==> config.mk <==
export PLATFORM = sky130hd
export DESIGN_NAME = mem_bus_arbiter
export DESIGN_NICKNAME = d
export VERILOG_FILES = /design/src/rtl/cpu_types_pkg.sv /design/src/rtl/rr_picker.sv /design/src/rtl/mem_bus_arbiter.sv
export SDC_FILE = /design/constraint.sdc
export NUM_CORES = 1
export LEC_CHECK = 0
export ABC_CLOCK_PERIOD_IN_PS = 2800
export CAP_MARGIN = 10
export CORE_AREA = 2 2 158 160
export CTS_CLUSTER_SIZE = 24
export DETAILED_ROUTE_END_ITERATION = 7
export DIE_AREA = 0 0 160 162
export PLACE_DENSITY = 0.5
export REMOVE_ABC_BUFFERS = 1
export SLEW_MARGIN = 10
export SYNTH_ARGS = -nofsm -noshare
export SYNTH_HDL_FRONTEND = slang
export SYNTH_SLANG_ARGS = --single-unit
export TNS_END_PERCENT = 20
==> constraint.sdc <==
create_clock -name CLK -period 2.8 [get_ports CLK]
set_clock_uncertainty 0.1 [all_clocks]
set_input_delay 0.28 -clock CLK [delete_from_list [all_inputs] [get_ports CLK]]
set_output_delay 0.28 -clock CLK [all_outputs]
set_load 0.005 [all_outputs]
==> src/rtl/cpu_types_pkg.sv <==
// Shared types for the CPU memory subsystem: RAM handshake states,
// bus-arbiter FSM encoding and the machine word width.
package cpu_types_pkg;

   localparam int WORD_W = 32;

   typedef enum logic [1:0] {
      FREE   = 2'd0,
      BUSY   = 2'd1,
      ACCESS = 2'd2,
      ERROR  = 2'd3
   } ramstate_t;

   typedef enum logic {
      IDLE  = 1'b0,
      GRANT = 1'b1
   } arb_state_t;

endpackage

==> src/rtl/rr_picker.sv <==
// Wrapped priority search: first active requester at or after rr_ptr_i,
// wrapping modulo NREQ. Purely combinational.
module rr_picker #(
   parameter int NREQ = 4,
   parameter int IDXW = (NREQ > 1) ? $clog2(NREQ) : 1
) (
   input  logic [NREQ-1:0] req_act_i,
   input  logic [IDXW-1:0] rr_ptr_i,
   output logic            valid_o,
   output logic [IDXW-1:0] idx_o
);

   logic [31:0]     sum;
   logic [IDXW-1:0] cand;

   always_comb begin
      valid_o = 1'b0;
      idx_o   = '0;
      sum     = '0;
      cand    = '0;
      for (int unsigned k = 0; k < NREQ; k++) begin
         // rr_ptr_i < NREQ and k < NREQ, so one subtraction wraps the sum
         sum = 32'(rr_ptr_i) + k;
         if (sum >= 32'(NREQ)) begin
            sum = sum - 32'(NREQ);
         end
         cand = sum[IDXW-1:0];
         if (!valid_o && req_act_i[cand]) begin
            valid_o = 1'b1;
            idx_o   = cand;
         end
      end
   end

endmodule

==> src/rtl/mem_bus_arbiter.sv <==
// Round-robin arbiter sharing the single RAM port among NREQ cache requesters,
// holding each grant until ACCESS, with a sticky per-transaction watchdog.
module mem_bus_arbiter
   import cpu_types_pkg::*;
#(
   parameter  int NREQ    = 4,
   parameter  int TIMEOUT = 64,
   localparam int IDXW    = (NREQ > 1) ? $clog2(NREQ) : 1
) (
   input  logic                        CLK,
   input  logic                        nRST,
   input  logic [NREQ-1:0]             req_ren,
   input  logic [NREQ-1:0]             req_wen,
   input  logic [NREQ-1:0][WORD_W-1:0] req_addr,
   input  logic [NREQ-1:0][WORD_W-1:0] req_store,
   output logic [NREQ-1:0]             req_wait,
   output logic [WORD_W-1:0]           req_load,
   output logic                        ramREN,
   output logic                        ramWEN,
   output logic [WORD_W-1:0]           ramaddr,
   output logic [WORD_W-1:0]           ramstore,
   input  logic [WORD_W-1:0]           ramload,
   input  ramstate_t                   ramstate,
   output logic [IDXW-1:0]             grant_idx,
   output logic                        error_flag
);

   localparam int WDW = $clog2(TIMEOUT + 1);

   arb_state_t      state_q;
   logic [IDXW-1:0] grant_q;
   logic [IDXW-1:0] rr_ptr_q;
   logic [IDXW-1:0] rr_ptr_d;
   logic [WDW-1:0]  wd_q;
   logic            err_q;

   logic [NREQ-1:0] req_act;
   logic            pick_valid;
   logic [IDXW-1:0] pick_idx;

   assign req_act = req_ren | req_wen;

   rr_picker #(
      .NREQ (NREQ),
      .IDXW (IDXW)
   ) u_rr_picker (
      .req_act_i (req_act),
      .rr_ptr_i  (rr_ptr_q),
      .valid_o   (pick_valid),
      .idx_o     (pick_idx)
   );

   assign rr_ptr_d = (grant_q == IDXW'(NREQ - 1)) ? '0 : grant_q + 1'b1;

   always_ff @(posedge CLK or negedge nRST) begin
      if (!nRST) begin
         state_q  <= IDLE;
         grant_q  <= '0;
         rr_ptr_q <= '0;
         wd_q     <= '0;
         err_q    <= 1'b0;
      end else begin
         case (state_q)
            IDLE: begin
               if (pick_valid) begin
                  grant_q <= pick_idx;
                  wd_q    <= '0;
                  state_q <= GRANT;
               end
            end
            GRANT: begin
               if ((ramstate != ACCESS) && (wd_q == WDW'(TIMEOUT - 1))) begin
                  err_q <= 1'b1;
               end
               // An abort leaves rr_ptr alone so the aborting requester keeps priority
               if (!req_act[grant_q]) begin
                  state_q <= IDLE;
               end else if (ramstate == ACCESS) begin
                  state_q  <= IDLE;
                  rr_ptr_q <= rr_ptr_d;
               end else if (wd_q != WDW'(TIMEOUT)) begin
                  wd_q <= wd_q + 1'b1;
               end
            end
            default: state_q <= IDLE;
         endcase
      end
   end

   always_comb begin
      ramREN   = 1'b0;
      ramWEN   = 1'b0;
      ramaddr  = '0;
      ramstore = '0;
      req_load = '0;
      req_wait = req_act;
      if (state_q == GRANT) begin
         ramaddr  = req_addr[grant_q];
         ramstore = req_store[grant_q];
         ramWEN   = req_wen[grant_q];
         ramREN   = req_ren[grant_q] & ~req_wen[grant_q];
         req_load = ramload;
         if (ramstate == ACCESS) begin
            req_wait[grant_q] = 1'b0;
         end
      end
   end

   assign grant_idx  = grant_q;
   assign error_flag = err_q;

endmodule

Yosys cells after proc, flatten, opt, wreduce, memory -nomap -nowiden
Index checks and enable logic that the tools add are counted.
{"block": "op_classes", "add_sub_neg": 9, "multipliers": 0, "div_mod_pow": 0, "n_lt_le_gt_ge": 10, "eq_ne": 9, "n_shift": 0, "muxes": 49, "bitwise_logic": 6, "n_reduce_logical": 12}
{"operator": "$mux 32", "count": 5}
{"operator": "$bmux 32 s2", "count": 2}
{"operator": "$mux 7", "count": 4}
{"operator": "$mux 2", "count": 9}
{"operator": "$mux 1", "count": 17}
{"operator": "$lt 2x3->1 const B", "count": 5}
{"operator": "$bmux 1 s2", "count": 7}
{"operator": "$pmux 7 s2", "count": 1}
{"operator": "$ge 3x3->1 const B", "count": 3}
{"operator": "$mux 4", "count": 2}
{"operator": "$sub 2x1->2 const B", "count": 4}
{"operator": "$add 7x1->7 const B", "count": 1}
{"operator": "$eq 7x6->1 const B", "count": 1}
{"operator": "$ne 7x7->1 const B", "count": 1}
{"operator": "$add 2x2->3 const B", "count": 2}
{"operator": "$ne 2x2->1 const B", "count": 3}
{"operator": "$logic_and 1x1->1", "count": 5}
{"operator": "$and 4x4->4", "count": 1}
{"operator": "$eq 2x2->1 const B", "count": 2}
{"operator": "$ne 2x1->1 const B", "count": 2}
{"operator": "$not 4->4", "count": 1}
{"operator": "$or 4x4->4", "count": 1}
{"operator": "$reduce_and 2->1", "count": 2}
{"operator": "$reduce_and 4->1", "count": 1}
{"operator": "10 further kinds", "count": 13}
{"block": "totals", "reg_bits": 13, "latchBits": 0, "ramBits": 0, "mem_bits_ro": 0, "inputBits": 300, "out_inout_bits": 105, "elab_cells": 100, "n_memories": 0}

Depth between registers and ports, before layout
Gate-level depths: netlist of run 1.
{"block": "logic_depth", "ltp_word": 16, "depth_mapped": 6, "ltp_nobuf": 6}

Hierarchy
A second synthesis of run 1 with hierarchy kept.
{"block": "unflattened", "hier_cells": 295, "area_unflattened_um2": 3151.8}
{"mod": "mem_bus_arbiter", "instances": 1, "cells_per_inst": 280, "area_each_um2": 3074.2, "seq_area_each_um2": 325.3}
{"mod": "rr_picker", "instances": 1, "cells_per_inst": 15, "area_each_um2": 77.6, "seq_area_each_um2": 0.0}

Least setup slack after synthesis of run 1
OpenSTA, ideal clock, no wires.
{"block": "synth_timing", "path_type": "flip-flop to output port", "startpoint": "register grant_q[0], in the netlist grant_idx[0]", "endpoint": "output ramaddr[10]", "t_arrival_ns": 1.805, "t_required_ns": 2.420, "setup_slack_ns": 0.615, "path_stages_with_launch": 6, "path_buffers": 3, "cell_sequence": "dfrtp_1 > buf_4 > buf_2 > buf_2 > mux4_2 > and2_1"}
{"block": "synth_via", "elab_chain_len": 3}
{"item": "start, declared", "line_no": "mem_bus_arbiter.sv:31", "source": "logic [IDXW-1:0] grant_q;"}
{"item": "start signal, assigned", "line_no": "mem_bus_arbiter.sv:66", "source": "grant_q <= pick_idx;"}
{"item": "$bmux 32 s2", "line_no": "mem_bus_arbiter.sv:98", "source": "ramaddr = req_addr[grant_q];"}
{"item": "$mux 32 (implied by the code)", "line_no": "mem_bus_arbiter.sv:98"}
{"item": "$mux 32", "line_no": "mem_bus_arbiter.sv:97", "source": "if (state_q == GRANT) begin"}
{"item": "end, declared", "line_no": "mem_bus_arbiter.sv:20", "source": "output logic [WORD_W-1:0] ramaddr,"}
Every way passes these cells. The select of a mux whose other input is x is not followed.

Worst setup path after layout of run 1
{"block": "layout_timing", "startpoint": "register grant_q[0], in the netlist grant_idx[0]", "endpoint": "output ramstore[17]"}
{"block": "layout_via", "elab_chain_len": 3}
{"item": "$bmux 32 s2", "line_no": "mem_bus_arbiter.sv:99", "source": "ramstore = req_store[grant_q];"}
{"item": "$mux 32 (implied by the code)", "line_no": "mem_bus_arbiter.sv:99"}
{"item": "$mux 32", "line_no": "mem_bus_arbiter.sv:97"}
{"item": "end, declared", "line_no": "mem_bus_arbiter.sv:21", "source": "output logic [WORD_W-1:0] ramstore,"}
Every way passes these cells. The select of a mux whose other input is x is not followed.

==> metrics.md, run 1 <==
| Metric | Value |
|---|---|
| Via count | `4018` |
| P_leak | `2.73 nW` |
| Largest net degree at the start of global routing | `52` |
| RePlAce Congestion | `0.852` |
| Die area | `25900 um^2` |
| CTS clk-pin slew, worst paths | `40 ps` |
| Critical path startpoint category | `flip-flop` |
| Placed insts | `997` |
| Period utilization | `0.932` |
| IO Port Bufs | `404` |
| Max Cap Viol | `0` |
| Post-Syn Area per Cell | `10.8 um^2` |
| # diodes | `0` |
| Final min period | `2610 ps` |
| Fmax | `383 MHz` |
| Dpl ws | `426 ps` |
| Post-route ant nets | `0` |
| Sequential area share after synthesis | `0.106` |
| RSZ-0062 raised after global routing | `false` |
| Slew Limit Fails | `0` |
| Initial antenna violation count | `0` |
| Worst-Skew Late Latency | `240 ps` |
| Congestion Overflow GR | `0` |
| Netlist cell types | `42` |
| Finished Layout Cells | `1001` |
| Setup-failing EPs final | `0` |
| Yosys top cell area share | `0.491` |
| Routed wire per std cell | `20.2 um` |
| Pre-antenna DRT Iters | `4` |
| Mux share of post-synthesis cell area | `0.498` |
| Max clock buf depth | `2` |
| Sum of negative setup slack | `0 ps` |
| Filler instances | `2528` |
| Data required, critical path | `2420 ps` |
| Status | `complete, no violations` |
| Num CTS Buffers | `3` |
| FP Rows | `57` |
| Hold Crit Class | `input port to async pin` |
| Min setup slack post-route | `190 ps` |
| Tot Pwr | `5.10 mW` |
| Cells after Synth | `285` |
| Die span in y | `162 um` |
| Finished Cell Area | `7670 um^2` |
| Slew HR | `0.585` |
| DRC viols | `0` |
| Total Nets Final | `984` |
| Crit Path Max Fanout | `17` |
| Overall die width | `160 um` |
| Post-CTS Setup Bufs | `0` |
| Simple-gate share of the synthesized area | `0.247` |
| Seq cells post-synth | `13` |
| Synthesized area | `3070 um^2` |
| Crit path capture type | `output pin` |
| # hold bufs at CTS | `0` |
| Ports | `405` |
| Vias per cell | `4.01` |
| Post-CTS Resized | `0` |
| Share of layout cells above drive strength 1 | `0.134` |
| Final WL | `20.2 mm` |
| CTS H-Tree Depth | `1` |
| Clock tree from TritonCTS | `done` |
| Sequential cell area | `334 um^2` |
| Core box area | `24100 um^2` |
| Largest family of logic cells by synthesized area | `multiplexers` |
| Area Growth Syn to Fin | `150%` |
| DP Area | `7590 um^2` |
| Vias in the first global route | `4242` |
| Detail Placement HPWL | `17.2 mm` |
| Area of the multi-input gates | `2580 um^2` |
| First DRT Iteration DRCs | `170` |
| Crit path kind | `flip-flop to output pin` |
| Global-route wire length before repair | `28.8 mm` |
| TritonCTS sink count | `13` |
| Fin. Hold Viols | `0` |
| Peak supply drop | `0.512 mV` |
| Synth Area in Adders | `0.0244` |
| Root Driver | `clkbuf_16` |
| Synth area leader | `mux4_2` |
| Xor and xnor area share after synthesis | `0` |
| Power per standard cell area | `665 nW/um^2` |
| Initial Utilization | `0.127` |
| Area contributors post-synth | `mux4_2 (49%), and2_1 (20%), dfrtp_1 (11%)` |
| YS warnings | `0` |
| Crit path DAT | `2230 ps` |
| Worst Tran Pin Value | `620 ps` |
| Total track usage | `0.146` |
| Post-synthesis compound-gate area fraction | `0.0697` |
## through the flow
stage,hold WS (ps),util
after floorplan,-116,-
after global placement,372,0.315
after detailed placement,367,0.315
after CTS,362,0.318
after global routing,386,0.318
final,330,0.318
## area by class of cell
class,count,area share
multi-input combinational,231,0.336
inverter,12,0.00587
sequential,13,0.0436
clock buffer,4,0.0103
tap,324,0.0529
timing repair buffer,417,0.551
## Yosys cell counts (all sizes together)
master    n
or4b      1
or4       1
a2111oi   1
clkbuf   18
a22o      1
o22ai     1
a41o      1
a2bb2oi   1
ha        6
o21ai     6
nor2      7
mux2i     1
dfrtp    13
nand3     3
nor3      3
buf      11
o21a      1
and3b     1
o41ai     1
o221ai    2
a21boi    2
a21o      1
mux2      1
o211ai    3
a21oi     5
nand2b    2
o31ai     1
mux4     67
inv      12
or2       2
nor4      2
a211oi    1
and3      2
a211o     2
and2     97
nand2     5
## final timing paths
| check | from | endpoint | slack (ps) | cells after the start |
|---|---|---|---|---|
| max | grant_idx[0] | ramstore[17] | 190 | 5 |
| min | nRST | error_flag | 330 | 1 |
| max reg2reg | grant_idx[0] | wd_q[2] | 480 | 6 |
| min reg2reg | error_flag | error_flag | 380 | 2 |
| max in group asynchronous | nRST | grant_idx[0] | 1810 | 1 |
| min in group CLK | error_flag | error_flag | 380 | 2 |
## layer usage
metal	global-route usage	part of all wire	wire length (um)
met4	0.0180	0.011	227
met1	0.179	0.40	8100
met3	0.0250	0.054	1080
met2	0.275	0.53	10800
met5	0	0	0
## power by group
group | total (mW) | switching [mW] | internal, mW | leakage, nW
registers | 0.369 | 0.105 | 0.265 | 0.160
logic | 4.46 | 1.62 | 2.84 | 2.53
clock network | 0.269 | 0.0772 | 0.192 | 0.0382
## cells by family after synthesis
family,Yosys count
buffers and inverters,41
muxes,69
and+or+nand+nor,126
DFF,13
AOI/OAI and AO/OA,30
adders and majority gates,6
## cells in the final DEF (no fill, tap or decap), types with 2 or more instances in the layout
master | synthesis | final
nor3_1 | 3 | 3
a21oi_1 | 5 | 5
buf_12 | 0 | 7
clkbuf_16 | 0 | 3
inv_1 | 11 | 11
nor2_1 | 7 | 7
mux4_2 | 67 | 67
buf_4 | 1 | 6
o211ai_1 | 2 | 2
dfrtp_4 | 0 | 2
o221ai_1 | 2 | 2
o21ai_1 | 2 | 2
dfrtp_1 | 13 | 10
a21boi_0 | 2 | 2
and3_1 | 2 | 2
ha_1 | 6 | 6
and2_1 | 97 | 97
nand2_1 | 5 | 5
a211o_1 | 2 | 2
nor4_1 | 2 | 2
nand2b_1 | 2 | 2
o21ai_0 | 4 | 4
nand3_1 | 3 | 3
clkdlybuf4s50_1 | 0 | 404
## critical path, cell delays in order (launching register included)
cell and delay, ps:
dfrtp_4 430, buf_12 190, buf_4 220, mux4_2 510
and2_1 170, clkdlybuf4s50_1 460
## sequential cells by signal (all words and copies together) (netlist names)
register	count
wd_q	7
grant_idx	2
rr_ptr_q	2
error_flag	1
state_q	1
No activity file was read; power rests on OpenSTA's default activity.
==> run 2: changes to the inputs <==
Settings changed: CAP_MARGIN 10 to unset.
==> results of run 2 <==
Same layout as run 1: the final DEF is identical, and so are final timing and power.
